<file path="config.mk">
export PLATFORM = sky130hd
export DESIGN_NAME = rr_mux4_arbiter
export DESIGN_NICKNAME = d
export VERILOG_FILES = /design/src/rtl/rr_mux4_arbiter.sv
export SDC_FILE = /design/constraint.sdc
export NUM_CORES = 1
export LEC_CHECK = 0
export BUFFER_PORTS_ARGS = -buffer_cell sky130_fd_sc_hd__buf_4
export CAP_MARGIN = 20
export CORE_MARGIN = 4
export CORE_UTILIZATION = 25
export DETAILED_ROUTE_END_ITERATION = 6
export HOLD_SLACK_MARGIN = 0.08
export PLACE_DENSITY_LB_ADDON = 0.2
export SYNTH_ARGS = -nofsm -noshare
export SYNTH_HDL_FRONTEND = slang
export SYNTH_SLANG_ARGS = --single-unit
</file>
<file path="constraint.sdc">
create_clock -name clk -period 5.2 [get_ports clk]
set_input_delay 0.26 -clock clk [delete_from_list [all_inputs] [get_ports clk]]
set_output_delay 0.26 -clock clk [all_outputs]
set_load 0.02 [all_outputs]
</file>
<file path="src/rtl/rr_mux4_arbiter.sv">
// Round-robin arbiter driving the select of a 4:1 data mux, with a per-grant hold limit.
// Optional owner lock input is enabled by defining ARB_LOCK_EN.
module rr_mux4_arbiter #(
  parameter int DATA_W   = 1,
  parameter int MAX_HOLD = 4
) (
  input  logic                clk,
  input  logic                rst,
  input  logic [3:0]          req,
  input  logic [4*DATA_W-1:0] d,
`ifdef ARB_LOCK_EN
  input  logic                lock,
`endif
  output logic [3:0]          gnt,
  output logic [1:0]          sel,
  output logic                valid,
  output logic [DATA_W-1:0]   y,
  output logic                fsm_state
);

  typedef enum logic {IDLE = 1'b0, GRANT = 1'b1} state_t;

  localparam logic [3:0] HOLD_MAX = 4'(MAX_HOLD);

  state_t     state, state_n;
  logic [3:0] gnt_n;
  logic [1:0] sel_n, ptr, ptr_n;
  logic [3:0] cnt, cnt_n;
  logic [2:0] pick_idle, pick_next;
  logic       owner_req, hold_lock;

  // Returns {found, index} of the first set bit of mask searching base, base+1, ... mod 4.
  function automatic logic [2:0] rr_pick(input logic [3:0] mask, input logic [1:0] base);
    logic [2:0] r;
    logic [1:0] k;
    r = 3'b000;
    for (int i = 3; i >= 0; i--) begin
      k = base + 2'(i);
      if (mask[k]) r = {1'b1, k};
    end
    return r;
  endfunction

`ifdef ARB_LOCK_EN
  assign hold_lock = lock;
`else
  assign hold_lock = 1'b0;
`endif

  assign pick_idle = rr_pick(req, ptr);
  assign pick_next = rr_pick(req & ~gnt, sel + 2'd1);
  assign owner_req = req[sel];

  always_comb begin
    state_n = state;
    gnt_n   = gnt;
    sel_n   = sel;
    ptr_n   = ptr;
    cnt_n   = cnt;
    case (state)
      IDLE: begin
        if (pick_idle[2]) begin
          state_n = GRANT;
          sel_n   = pick_idle[1:0];
          gnt_n   = 4'b0001 << pick_idle[1:0];
          ptr_n   = pick_idle[1:0] + 2'd1;
          cnt_n   = 4'd1;
        end
      end
      GRANT: begin
        if (!owner_req) begin
          if (pick_next[2]) begin
            sel_n = pick_next[1:0];
            gnt_n = 4'b0001 << pick_next[1:0];
            ptr_n = pick_next[1:0] + 2'd1;
            cnt_n = 4'd1;
          end else begin
            state_n = IDLE;
            gnt_n   = 4'b0000;
            ptr_n   = sel + 2'd1;
          end
        end else if (cnt >= HOLD_MAX && pick_next[2] && !hold_lock) begin
          sel_n = pick_next[1:0];
          gnt_n = 4'b0001 << pick_next[1:0];
          ptr_n = pick_next[1:0] + 2'd1;
          cnt_n = 4'd1;
        end else if (cnt < HOLD_MAX) begin
          // A lone owner (or a locked one) stays, with cnt pinned at the limit.
          cnt_n = cnt + 4'd1;
        end
      end
      default: state_n = IDLE;
    endcase
  end

  always_ff @(posedge clk) begin
    if (rst) begin
      state <= IDLE;
      gnt   <= 4'b0000;
      sel   <= 2'd0;
      ptr   <= 2'd0;
      cnt   <= 4'd0;
    end else begin
      state <= state_n;
      gnt   <= gnt_n;
      sel   <= sel_n;
      ptr   <= ptr_n;
      cnt   <= cnt_n;
    end
  end

  assign valid     = (state == GRANT);
  assign fsm_state = state;

  always_comb begin
    y = '0;
    if (valid) y = d[sel*DATA_W +: DATA_W];
  end

endmodule

</file>
==> flow_metrics.py <==
metrics = {
    "power_and_ir_drop": {
        "cellPowerDensity_nw_per_um2": 340,
        "switching_share": 0.392,
        "pwr-share-comb": 0.438,
        "power.internal_uw": 253,
        "peakVddDrop_mv": 0.0771,
        "p_seq_frac": 0.339,
        "leakage_uw": 0.000494,
        "power.clock.fraction": 0.223,
        "switching_power_uw": 163,
    },
    "layout": {
        "areaGrowthSynthToFinish_pct": 20.9,
        "ff_latch_area_um2": 260,
        "diodes": 0,
        "final.fill_count": 389,
        "drive_gt1_frac": 0.235,
        "multi_input_area_um2": 691,
        "layout.cells.non_filler": 184,
        "fin_nets": 154,
    },
    "detailed_routing": {
        "wl_per_cell_um": 14.4,
        "via_per_inst": 5.23,
        "wirelength_mm": 2.66,
        "antenna_left": 0,
        "drt_iter0_markers": 46,
        "dr.pass1.iters": 4,
        "routed-via-count": 963,
        "drc_errors": 0,
    },
    "synthesis": {
        "synth_top_area_share": 0.258,
        "synth_seq_cells": 13,
        "avgSynthCellArea_um2": 8.49,
        "yosys_warnings": 0,
        "ys_async_sr_fraction": 0,
        "synth_area_leaders": "dfxtp_1, ha_1, mux4_2, a31oi_1, a21oi_1",
        "ys.flop_type": "dfxtp_1",
        "synth_edf_count": 0,
        "ys_types": 42,
        "yosysSeqAreaShare": 0.258,
        "synth_top_area_cell": "dfxtp_1",
        "netlist_area_um2": 1010,
        "syn_inst": 119,
        "syn_nets": 136,
    },
    "grt": {
        "grt_pass1_wl_mm": 4.49,
        "grt_antenna_before_repair": 0,
        "grt_max_degree": 18,
        "grtUsageTotal": 0.107,
        "grt_pass1_vias": 948,
        "gr-total-overflow": 0,
    },
    "setup_path": {
        "cp_num_cells": 4,
        "crit_family": "compound AO/OA/AOI/OAI gates",
        "cp-end-kind": "flip-flop",
        "path_cells": "mux4_2 > a31oi_1 > o311ai_0 > o211a_1",
        "crit_path_top_delay_cell": "a31oi_1",
        "r2r-end": "ptr[0]$_SDFFE_PP0P_",
        "path_max_fanout": 12,
        "r2r-start": "sel[1]$_SDFFE_PP0P_",
        "max_stage_delay_ps": 750,
        "path_class": "reg -> reg",
        "cp-startpoint": "sel[1]$_SDFFE_PP0P_",
        "rr_worst_depth": 4,
        "cp.arrival_ps": 2630,
        "crit_end": "ptr[0]$_SDFFE_PP0P_",
        "r2r_setup_slack_ps": 2720,
        "critPathRequiredTime_ps": 5340,
        "crit_buf_inv": 0,
        "cp-start-kind": "flip-flop",
    },
    "cts": {
        "clk_path_buf_depth": 2,
        "clk_pin_slew_ps": 60,
        "ctsResizeCount": 0,
        "htree_num_levels": 1,
        "cts_root_buffer": "clkbuf_8",
        "tritoncts": "yes",
        "clock_latency_ps": 250,
        "cts_made_buffers": 3,
        "cts_setup_buffers": 0,
        "numClockSinks": 13,
        "hold_buffers": 0,
    },
    "timing": {
        "slew_headroom": 0.413,
        "fin_crit_sh": 0.478,
        "period_needed_ps": 2480,
        "setup_viol": 0,
        "skew_ps": 3.23,
        "fmax_ghz": 0.403,
        "rsz0062_at_grt": "no",
        "finalHoldViolCount": 0,
        "maxSlewViolCount": 0,
        "setup_tns_ps": 0,
        "worstMarginPinSlew_ps": 877,
    },
    "hold_path": {
        "hp-start": "rst",
        "hp-class": "in -> reg",
    },
    "placed_design": {
        "io_buffers": 18,
        "placed_cells": 180,
        "dp_hpwl_mm": 2.05,
        "routabilityCongestion": 0.810,
    },
    "run": {
        "cap_violations": 0,
    },
    "die": {
        "fp.dieW_um": 71.6,
        "core_um2": 3770,
        "rows": 22,
        "die-area_um2": 5120,
        "die_h_um": 71.6,
        "start_util": 0.268,
        "ios": 19,
    },
    "outcome": {
        "outcome": "completed",
    },
}
## power by group through the flow
stage	registers [µW]	clock network [µW]	logic [µW]
global route	144	95.9	203
global placement	142	0	182
CTS	141	94.3	182
floorplan	141	0	130
detailed placement	142	0	181
finish	141	92.7	182
## how the worst min path moves through the flow
stage	to	slack, ps	cells after the start
finish	cnt[1]$_SDFFE_PP0P_	230	2
global route	cnt[1]$_SDFFE_PP0P_	240	2
CTS	cnt[1]$_SDFFE_PP0P_	230	2
detailed placement	cnt[1]$_SDFFE_PP0P_	480	2
global placement	cnt[1]$_SDFFE_PP0P_	480	2
floorplan	cnt[1]$_SDFFE_PP0P_	330	1
## per-stage QoR
step / power, µW / instance area (µm²) / util / hold WS [ps] / setup WS [ps]
after global placement: 324 / 1180 / 0.312 / 478 / 2870
after floorplan: 271 / 1010 / - / 329 / 3290
after detailed placement: 323 / 1180 / 0.312 / 485 / 2790
final: 416 / 1220 / 0.324 / 230 / 2720
after CTS: 417 / 1220 / 0.324 / 227 / 2750
after global routing: 443 / 1220 / 0.324 / 239 / 2500
## registers in the layout (all words and copies together), names as in the netlist
signal,count
gnt,4
cnt,4
ptr,2
sel,2
fsm_state,1
## synthesized netlist by cell type, drive strengths merged (2+ instances only)
cell type  count
o21ai          7
mux4           2
nor3           6
inv            8
nand2          7
and2b          2
ha             7
buf            4
o211ai         3
o22ai          3
nand2b         7
a21oi          8
mux2           2
a31oi          7
a211oi         3
and2           2
dfxtp         13
nor2           5
o31ai          2
nor2b          4
## layout by cell type (no fill, tap or decap), drive strengths merged, types with 5 or more instances in the layout
cell and n:
nor2 5, a31oi 7, buf 18, ha 7, inv 8, dfxtp 13
a21oi 8, nor3 6, nand2b 7, o21ai 7, nand2 7
## per-layer routing
layer	GRT usage	routed length [µm]	part of all wire	up-vias
met2	0.169	1160	0.43	40
li1	-	-	-	482
met1	0.141	1230	0.46	437
met3	0.0238	233	0.088	4
met5	0	0	0	-
met4	0.0418	34	0.013	0
## cell type report
class / count / area share
multi-input combinational: 93 / 0.566
sequential: 13 / 0.213
clock buffer: 4 / 0.0369
timing repair buffer: 18 / 0.111
tap: 48 / 0.0492
inverter: 8 / 0.0246
## kinds of logic after synthesis
family,count (synthesis),share of synthesized area
muxes,5,0.0768
adders and majority gates,7,0.0867
xor gates and xnor gates,1,0.00868
DFF,13,0.258
and+or+nand+nor,39,0.232
AOI/OAI and AO/OA,41,0.280
buffers and inverters,13,0.0582
Power figures use the tool's default switching activity.
